`src/rtl/pe_pkg.sv`:
```
// ============================================================================
//  Module      : pe_pkg
//  Description : Shared types, fixed-point constants and the product-to-operand
//                requantiser used by the PE array and the column drain.
//                Contents:
//                  drain_state_t  - drain controller states
//                  requant()      - saturating floor requantiser, {sat, word}
//                  c_SAT_HI/LO    - product-format saturation thresholds
//  Revision    : 1.0  initial release
// ============================================================================
`default_nettype none

package pe_pkg;

    localparam int INT_BW  = 5;
    localparam int FRA_BW  = 8;
    localparam int ACC_BW  = 32;
    // Operand word: sign + integer + fraction bits.
    localparam int WORD_BW = INT_BW + FRA_BW + 1;
    // Requantiser result: {sat, word}.
    localparam int RQ_BW   = WORD_BW + 1;

    // Largest and smallest product-format values that fit the operand range.
    localparam logic signed [ACC_BW-1:0] c_SAT_HI =
        ACC_BW'((64'sd1 <<< (INT_BW + 2*FRA_BW)) - 64'sd1);
    localparam logic signed [ACC_BW-1:0] c_SAT_LO =
        ACC_BW'(-(64'sd1 <<< (INT_BW + 2*FRA_BW)));

    typedef enum logic [1:0] {
        IDLE  = 2'd0,
        SKEW  = 2'd1,
        CAPT  = 2'd2,
        DRAIN = 2'd3
    } drain_state_t;

    // Saturate to the operand range, otherwise drop the low FRA_BW fraction
    // bits (floor toward minus infinity).
    function automatic logic [RQ_BW-1:0] requant(input logic signed [ACC_BW-1:0] acc);
        logic [RQ_BW-1:0] r;
        if (acc > c_SAT_HI) begin
            r = {1'b1, 1'b0, {(WORD_BW-1){1'b1}}};
        end else if (acc < c_SAT_LO) begin
            r = {1'b1, 1'b1, {(WORD_BW-1){1'b0}}};
        end else begin
            r = {1'b0, acc[INT_BW+2*FRA_BW:FRA_BW]};
        end
        return r;
    endfunction

endpackage

`default_nettype wire

```
`src/rtl/pe_col_drain_if.sv`:
```
// ============================================================================
//  Module      : pe_col_drain_if
//  Description : Valid/ready output channel from the column drain to the
//                output buffer.
//                  out_data  - requantised word, sign-extended
//                  out_sat   - word was saturated
//                  out_valid - word available
//                  out_ready - consumer accepts this cycle
//                master: drain side, slave: consumer side.
//  Revision    : 1.0  initial release
// ============================================================================
`default_nettype none

interface pe_col_drain_if #(
    parameter int MUL_BW = 16
) ();

    logic signed [MUL_BW-1:0] out_data;
    logic                     out_sat;
    logic                     out_valid;
    logic                     out_ready;

    modport master (
        output out_data,
        output out_sat,
        output out_valid,
        input  out_ready
    );

    modport slave (
        input  out_data,
        input  out_sat,
        input  out_valid,
        output out_ready
    );

endinterface

`default_nettype wire

```
`src/rtl/raven_sync_fifo.sv`:
```
// ============================================================================
//  Module      : raven_sync_fifo
//  Description : Single-clock fall-through FIFO. Pointers carry one extra
//                wrap bit so full and empty are distinguishable. A push while
//                full is accepted when a pop happens on the same edge.
//                  clk, rst    - clock, asynchronous active-high reset
//                  push, din   - write request and data
//                  pop         - read request (ignored when empty)
//                  dout        - head entry, valid while !empty
//                  full, empty - occupancy flags
//  Revision    : 1.0  initial release
// ============================================================================
`default_nettype none

module raven_sync_fifo #(
    parameter int WIDTH = 15,
    parameter int DEPTH = 8
) (
    input  wire logic             clk,
    input  wire logic             rst,
    input  wire logic             push,
    input  wire logic [WIDTH-1:0] din,
    input  wire logic             pop,
    output logic      [WIDTH-1:0] dout,
    output logic                  full,
    output logic                  empty
);

    localparam int c_AW = $clog2(DEPTH);

    logic [WIDTH-1:0] r_mem [DEPTH];
    logic [c_AW:0]    r_wr_ptr;
    logic [c_AW:0]    r_rd_ptr;
    logic             w_do_push;
    logic             w_do_pop;

    assign w_do_pop  = pop & ~empty;
    assign w_do_push = push & (~full | w_do_pop);

    always_ff @(posedge clk or posedge rst) begin
        if (rst) begin
            r_wr_ptr <= '0;
            r_rd_ptr <= '0;
        end else begin
            if (w_do_push) r_wr_ptr <= r_wr_ptr + (c_AW+1)'(1);
            if (w_do_pop)  r_rd_ptr <= r_rd_ptr + (c_AW+1)'(1);
        end
    end

    always_ff @(posedge clk) begin
        if (w_do_push) r_mem[r_wr_ptr[c_AW-1:0]] <= din;
    end

    assign dout  = r_mem[r_rd_ptr[c_AW-1:0]];
    assign empty = (r_wr_ptr == r_rd_ptr);
    assign full  = (r_wr_ptr[c_AW] != r_rd_ptr[c_AW]) &&
                   (r_wr_ptr[c_AW-1:0] == r_rd_ptr[c_AW-1:0]);

endmodule

`default_nettype wire

```
`src/rtl/pe_col_drain.sv`:
```
// ============================================================================
//  Module      : pe_col_drain
//  Description : Bottom-of-column result drain. After a programmed skew it
//                captures len results from the column stream, requantises
//                them, buffers them and drains them over valid/ready.
//                  clk, rst   - clock, asynchronous active-high reset
//                  start      - job start, ignored while busy
//                  skew, len  - job programming, sampled with start
//                  o_i        - result stream from the bottom PE
//                  dout_if    - output channel (master)
//                  busy       - job in progress
//                  done       - one-cycle completion pulse
//                  ovf        - sticky dropped-capture flag
//  Revision    : 1.0  initial release
// ============================================================================
`default_nettype none

module pe_col_drain
    import pe_pkg::*;
#(
    parameter int INT_BW = 5,
    parameter int FRA_BW = 8,
    parameter int MUL_BW = 16,
    parameter int ACC_BW = 32,
    parameter int DEPTH  = 8,
    parameter int CNT_BW = 8
) (
    input  wire logic                     clk,
    input  wire logic                     rst,
    input  wire logic                     start,
    input  wire logic        [CNT_BW-1:0] skew,
    input  wire logic        [CNT_BW-1:0] len,
    input  wire logic signed [ACC_BW-1:0] o_i,
    pe_col_drain_if.master                dout_if,
    output logic                          busy,
    output logic                          done,
    output logic                          ovf
);

    // The requantiser lives in pe_pkg and is built for the package's
    // INT_BW/FRA_BW/ACC_BW; these parameters must match it.
    localparam int c_WORD_BW = INT_BW + FRA_BW + 1;
    localparam int c_ENT_BW  = c_WORD_BW + 1;
    localparam int c_OCC_BW  = $clog2(DEPTH) + 1;

    drain_state_t        r_state;
    drain_state_t        w_state_nxt;
    logic [CNT_BW-1:0]   r_skew_cnt;
    logic [CNT_BW-1:0]   w_skew_cnt_nxt;
    logic [CNT_BW-1:0]   r_len_cnt;
    logic [CNT_BW-1:0]   w_len_cnt_nxt;
    logic                r_done;
    logic                w_done_nxt;
    logic                r_ovf;
    logic                w_ovf_nxt;
    logic [c_OCC_BW-1:0] r_occ;

    logic                w_push;
    logic                w_pop;
    logic                w_drop;
    logic                w_drained;
    logic                w_full;
    logic                w_empty;
    logic [c_ENT_BW-1:0] w_din;
    logic [c_ENT_BW-1:0] w_dout;

    assign w_din  = requant(o_i);
    assign w_push = (r_state == CAPT);
    assign w_pop  = dout_if.out_ready & ~w_empty;
    // A same-edge pop frees the slot, so only a full FIFO with no pop drops.
    assign w_drop = w_push & w_full & ~w_pop;
    // FIFO is empty after this edge (no pushes happen outside CAPT).
    assign w_drained = w_empty | (w_pop & (r_occ == c_OCC_BW'(1)));

    raven_sync_fifo #(
        .WIDTH (c_ENT_BW),
        .DEPTH (DEPTH)
    ) u_fifo (
        .clk   (clk),
        .rst   (rst),
        .push  (w_push),
        .din   (w_din),
        .pop   (w_pop),
        .dout  (w_dout),
        .full  (w_full),
        .empty (w_empty)
    );

    always_ff @(posedge clk or posedge rst) begin
        if (rst) begin
            r_state    <= IDLE;
            r_skew_cnt <= '0;
            r_len_cnt  <= '0;
            r_done     <= 1'b0;
            r_ovf      <= 1'b0;
        end else begin
            r_state    <= w_state_nxt;
            r_skew_cnt <= w_skew_cnt_nxt;
            r_len_cnt  <= w_len_cnt_nxt;
            r_done     <= w_done_nxt;
            r_ovf      <= w_ovf_nxt;
        end
    end

    // Occupancy mirror, needed to see the FIFO going empty on a pop edge.
    always_ff @(posedge clk or posedge rst) begin
        if (rst) begin
            r_occ <= '0;
        end else begin
            r_occ <= r_occ + c_OCC_BW'(w_push & ~w_drop) - c_OCC_BW'(w_pop);
        end
    end

    always_comb begin
        w_state_nxt    = r_state;
        w_skew_cnt_nxt = r_skew_cnt;
        w_len_cnt_nxt  = r_len_cnt;
        w_done_nxt     = 1'b0;
        w_ovf_nxt      = r_ovf | w_drop;
        unique case (r_state)
            IDLE: begin
                if (start) begin
                    if (len == '0) begin
                        w_done_nxt = 1'b1;
                    end else begin
                        w_len_cnt_nxt  = len;
                        w_skew_cnt_nxt = skew;
                        w_ovf_nxt      = 1'b0;
                        w_state_nxt    = (skew != '0) ? SKEW : CAPT;
                    end
                end
            end
            SKEW: begin
                w_skew_cnt_nxt = r_skew_cnt - CNT_BW'(1);
                if (r_skew_cnt == CNT_BW'(1)) w_state_nxt = CAPT;
            end
            CAPT: begin
                // One capture per edge; the count advances even on a drop.
                w_len_cnt_nxt = r_len_cnt - CNT_BW'(1);
                if (r_len_cnt == CNT_BW'(1)) w_state_nxt = DRAIN;
            end
            DRAIN: begin
                if (w_drained) begin
                    w_done_nxt  = 1'b1;
                    w_state_nxt = IDLE;
                end
            end
            default: w_state_nxt = IDLE;
        endcase
    end

    // Head is forced to zero when empty so reset never exposes stale storage.
    assign dout_if.out_valid = ~w_empty;
    assign dout_if.out_sat   = ~w_empty & w_dout[c_WORD_BW];
    assign dout_if.out_data  = w_empty ? '0 :
        {{(MUL_BW-c_WORD_BW){w_dout[c_WORD_BW-1]}}, w_dout[c_WORD_BW-1:0]};

    assign busy = (r_state != IDLE);
    assign done = r_done;
    assign ovf  = r_ovf;

endmodule

`default_nettype wire

```
`src/flat_wrapper.sv`:
```
// flat-port wrapper written by rule: the top's interface ports become plain ports
module pe_col_drain_flat import pe_pkg::*;
#(
    parameter int INT_BW = 5,
    parameter int FRA_BW = 8,
    parameter int MUL_BW = 16,
    parameter int ACC_BW = 32,
    parameter int DEPTH  = 8,
    parameter int CNT_BW = 8
)
  (clk, rst, start, skew, len, o_i, busy, done, ovf, dout_if_out_data, dout_if_out_sat, dout_if_out_valid, dout_if_out_ready);
  pe_col_drain_if #(.MUL_BW(MUL_BW)) dout_if_i ();
  input  wire logic clk;
  input  wire logic rst;
  input  wire logic start;
  input  wire logic        [CNT_BW-1:0] skew;
  input  wire logic        [CNT_BW-1:0] len;
  input  wire logic signed [ACC_BW-1:0] o_i;
  output logic busy;
  output logic done;
  output logic ovf;
  output wire logic [$bits(dout_if_i.out_data)-1:0] dout_if_out_data;
  output wire logic [$bits(dout_if_i.out_sat)-1:0] dout_if_out_sat;
  output wire logic [$bits(dout_if_i.out_valid)-1:0] dout_if_out_valid;
  input wire logic [$bits(dout_if_i.out_ready)-1:0] dout_if_out_ready;
  assign dout_if_out_data = dout_if_i.out_data;
  assign dout_if_out_sat = dout_if_i.out_sat;
  assign dout_if_out_valid = dout_if_i.out_valid;
  assign dout_if_i.out_ready = dout_if_out_ready;
  pe_col_drain #(.INT_BW(INT_BW), .FRA_BW(FRA_BW), .MUL_BW(MUL_BW), .ACC_BW(ACC_BW), .DEPTH(DEPTH), .CNT_BW(CNT_BW)) u_core (.clk(clk), .rst(rst), .start(start), .skew(skew), .len(len), .o_i(o_i), .dout_if(dout_if_i), .busy(busy), .done(done), .ovf(ovf));
endmodule
```
`config.mk`:
```
export PLATFORM = sky130hd
export DESIGN_NAME = pe_col_drain_flat
export DESIGN_NICKNAME = d
export VERILOG_FILES = /design/src/rtl/pe_pkg.sv /design/src/rtl/pe_col_drain_if.sv /design/src/rtl/raven_sync_fifo.sv /design/src/rtl/pe_col_drain.sv /design/src/flat_wrapper.sv
export SDC_FILE = /design/constraint.sdc
export NUM_CORES = 1
export LEC_CHECK = 0
export ABC_AREA = 0
export BUFFER_PORTS_ARGS = -buffer_cell sky130_fd_sc_hd__buf_2
export CAP_MARGIN = 15
export CORE_UTILIZATION = 59
export DETAILED_ROUTE_END_ITERATION = 10
export PLACE_DENSITY_LB_ADDON = 0.12
export SLEW_MARGIN = 15
export SYNTH_ARGS = -nofsm -noshare
export SYNTH_HDL_FRONTEND = slang
export SYNTH_HIERARCHICAL = 1
export SYNTH_SLANG_ARGS = --single-unit
export TNS_END_PERCENT = 100
```
`constraint.sdc`:
```
create_clock -name clk -period 4.8 [get_ports clk]
set_input_delay 0.24 -clock clk [delete_from_list [all_inputs] [get_ports clk]]
set_output_delay 0.24 -clock clk [all_outputs]
set_load 0.05 [all_outputs]
```
==> impl_metrics.env <==
export IMPL_die_area_um2=12800
export IMPL_grt_use_total_pct=25.5
export IMPL_h_tree_depth=4
export IMPL_end_kind="register"
export IMPL_seq_area_frac_synth_pct=60.5
export IMPL_portBuffers=64
export IMPL_cts_root_buf="clkbuf_16"
export IMPL_vias_per_cell=6.33
export IMPL_crit_fanout=12
export IMPL_rsz0062_at_grt="false"
export IMPL_min_period_ns=3.28
export IMPL_antenna_found_initial=0
export IMPL_io_pins=73
export IMPL_period_share_pct=68.4
export IMPL_syn_area_per_cell_um2=14.8
export IMPL_syn_num_nets=560
export IMPL_skew_ns=0.00579
export IMPL_synth_edff_count=120
export IMPL_clk_latency_ns=0.42
export IMPL_cts_buffers=17
export IMPL_placed_area_um2=7750
export IMPL_hold_buffers=1
export IMPL_wirelength_um=15200
export IMPL_final_area_um2=8320
export IMPL_nets=627
export IMPL_hold_path_class="in2reg"
export IMPL_initial_utilization_pct=60.6
export IMPL_coreArea_um2=12000
export IMPL_startpoint_type="register"
export IMPL_async_reset_ff_share_pct=21.1
export IMPL_place_congestion=0.867
export IMPL_tightest_slew_ns=1.04
export IMPL_diodes=0
export IMPL_ys_ff_latch=152
export IMPL_place_hpwl_um=9360
export IMPL_std_cell_rows=40
export IMPL_cap_violations=0
export IMPL_grt_max_degree=34
export IMPL_power_leakage_nw=3.16
export IMPL_slowest_delay_ns=0.77
export IMPL_powerDensity_nw_per_um2=500
export IMPL_cts_tree="built"
export IMPL_ir_drop_mv=0.340
export IMPL_synth_warnings=6
export IMPL_drive_gt1_share_pct=32.0
export IMPL_drtAntennaViolNets=0
export IMPL_tns_ns=0
export IMPL_relSlewSlack_pct=30.5
export IMPL_finalMaxSlewViolations=0
export IMPL_cts_max_path_buffers=2
export IMPL_num_vias=4546
export IMPL_outcome="completed"
export IMPL_fp_dieW_um=113
export IMPL_hold_viol_final=0
export IMPL_r2r_slack_ns=1.52
export IMPL_fmax_mhz=305
export IMPL_fillCellCount=826
export IMPL_netlist_area_um2=7280
export IMPL_die_height_um=113
export IMPL_drc=0
export IMPL_grt_pass1_vias=4457
export IMPL_post_cts_buffers=0
export IMPL_cp_required_ns=4.91
export IMPL_ys_types=70
export IMPL_dr_pass1_iters=5
export IMPL_grt_pass1_wl_um=23800
export IMPL_overflow=0
export IMPL_area_growth_synth_to_final_pct=14.3
export IMPL_synth_flop_cell="edfxtp_1"
export IMPL_drt_iter0_drc=398
export IMPL_slowest_stage="nor4_2"
export IMPL_cts_clk_slew_worst_paths_ns=0.06
export IMPL_worst_setup_path_type="reg2reg"
export IMPL_clkSinkCount=152
export IMPL_ctsResizeCount=0
export IMPL_crit_chain="xnor2_2 -> nand3_2 -> nor2_1 -> inv_1 -> nand2_1 -> inv_1 -> nor3_1 -> nor4_2 -> buf_4"
export IMPL_arrival_ns=3.39
export IMPL_avgRoutedWirePerCell_um=21.1
export IMPL_cp_common_cell="inv_1"
export IMPL_syn_inst=491
export IMPL_final_setup_viol_count=0
## cell type report
| type | count | area (um^2) | share of cell area [%] |
|---|---|---|---|
| flip-flops and latches | 152 | 4410 | 52.9 |
| multi-input cells | 281 | 2630 | 31.5 |
| well taps | 147 | 184 | 2.21 |
| clock buffers | 17 | 425 | 5.11 |
| inverters | 26 | 97.6 | 1.17 |
| repair buffers | 80 | 443 | 5.32 |
| clock inverters | 15 | 143 | 1.71 |
## cells in the mapped netlist, types with 2 or more instances
cell type    n  area, um^2
a211o_1      2        17.5
a211oi_1     2        15.0
a21boi_1     2        15.0
a21o_1      14         105
a21oi_1      6        30.0
a22oi_1      3        22.5
a31oi_1      6        37.5
and2_1       3        18.8
buf_2        4        20.0
buf_4        5        37.5
buf_6        7        78.8
clkbuf_1    14        52.6
dfrtp_1     32         801
edfxtp_1   120        3600
ha_1        16         200
inv_1       25        93.8
mux2_2      18         203
mux2i_1      3        30.0
mux4_2      30         676
nand2_1     20        75.1
nand2b_1     4        25.0
nand3_1      6        30.0
nand4_1      5        31.3
nand4b_1     3        26.3
nor2_1      19        71.3
nor2b_1     20         125
nor3_1      11        55.1
nor4_1       8        50.1
nor4b_1      3        26.3
o2111ai_1    3        26.3
o211a_1      2        20.0
o211ai_1     6        45.0
o21ai_0     10        50.1
o22a_1       2        17.5
o22ai_1      2        12.5
o311a_1      3        30.0
o311ai_0     5        43.8
o31ai_1      3        22.5
o32ai_1      2        17.5
or4_1        4        30.0
xnor2_1      6        52.6
xnor2_2      3        48.8
xor2_1       2        17.5
## cell families (layout without fill, tap and decap cells)
family / after synthesis / after routing / synth area share [%]
flops: 152 / 152 / 60.5
buf+inv: 58 / 138 / 4.19
simple gates: 117 / 117 / 9.02
xor+xnor: 11 / 11 / 1.63
compound gates: 84 / 84 / 9.00
mux: 52 / 52 / 12.7
fa+ha+maj: 17 / 17 / 3.02
## path summary, 6_finish.rpt
path,from,endpoint,cells after the start
max reg2reg,u_core/u_fifo/r_wr_ptr[0],u_core/u_fifo/r_mem[4][13],9
min reg2reg,u_core/ovf,u_core/ovf,2
min in group asynchronous,rst,u_core/u_fifo/r_wr_ptr[3],3
max in group asynchronous,rst,u_core/r_skew_cnt[6],3
max,u_core/u_fifo/r_wr_ptr[0],u_core/u_fifo/r_mem[4][13],9
min,skew[3],u_core/r_skew_cnt[3],3
## metal layers
layer | track usage [%] | routed length, um
met1 | 37.0 | 6640
met2 | 38.6 | 7370
met3 | 4.98 | 918
met4 | 9.74 | 256
met5 | 0 | 0
## power by group
part / leakage, nW / total (W) / switching [W] / internal, W
Clock: 0.264 / 0.00127 / 0.000549 / 0.000723
Combinational: 1.37 / 0.00139 / 0.000866 / 0.000529
Sequential: 1.52 / 0.00150 / 0.0000312 / 0.00146
Total: 3.16 / 0.00416 / 0.00145 / 0.00272
## sequential cells by signal (all words and copies together) (netlist names)
signal                  count
u_core/u_fifo/r_rd_ptr      4
u_core/r_occ                4
u_core/done                 1
u_core/r_len_cnt            8
u_core/ovf                  1
u_core/u_fifo/r_mem       120
u_core/u_fifo/r_wr_ptr      4
u_core/r_state              2
u_core/r_skew_cnt           8
## cells in the final DEF (no fill, tap or decap), types with 15 or more instances in the layout
cell,instances
clkbuf_16,17
nor2b_1,20
nand2_1,20
ha_1,16
edfxtp_1,120
nor2_1,19
dfrtp_1,31
buf_2,64
buf_4,15
mux2_2,18
mux4_2,30
inv_1,25
## critical path: cells and delay by family (launching register included)
kind	cells	cell delay, ns
buffers and inverters	3	0.75
XOR/XNOR	1	0.13
AND/OR/NAND/NOR	5	1.40
flip-flops	1	0.67
## stage by stage
step / utilization (%) / worst slack (ns) / instances / hold slack (ns) / power [W]
2_1_floorplan: - / 0.683 / 491 / 0.0557 / 0.00270
3_3_place_gp: 64.5 / 1.65 / 685 / 0.209 / 0.00289
3_5_place_dp: 64.5 / 1.52 / 685 / 0.220 / 0.00292
4_1_cts: 69.3 / 1.51 / 718 / 0.0708 / 0.00419
5_1_grt: 69.3 / 1.34 / 718 / 0.0915 / 0.00433
6_report: 69.3 / 1.52 / 718 / 0.0928 / 0.00416
Power figures use the tool's default switching activity.
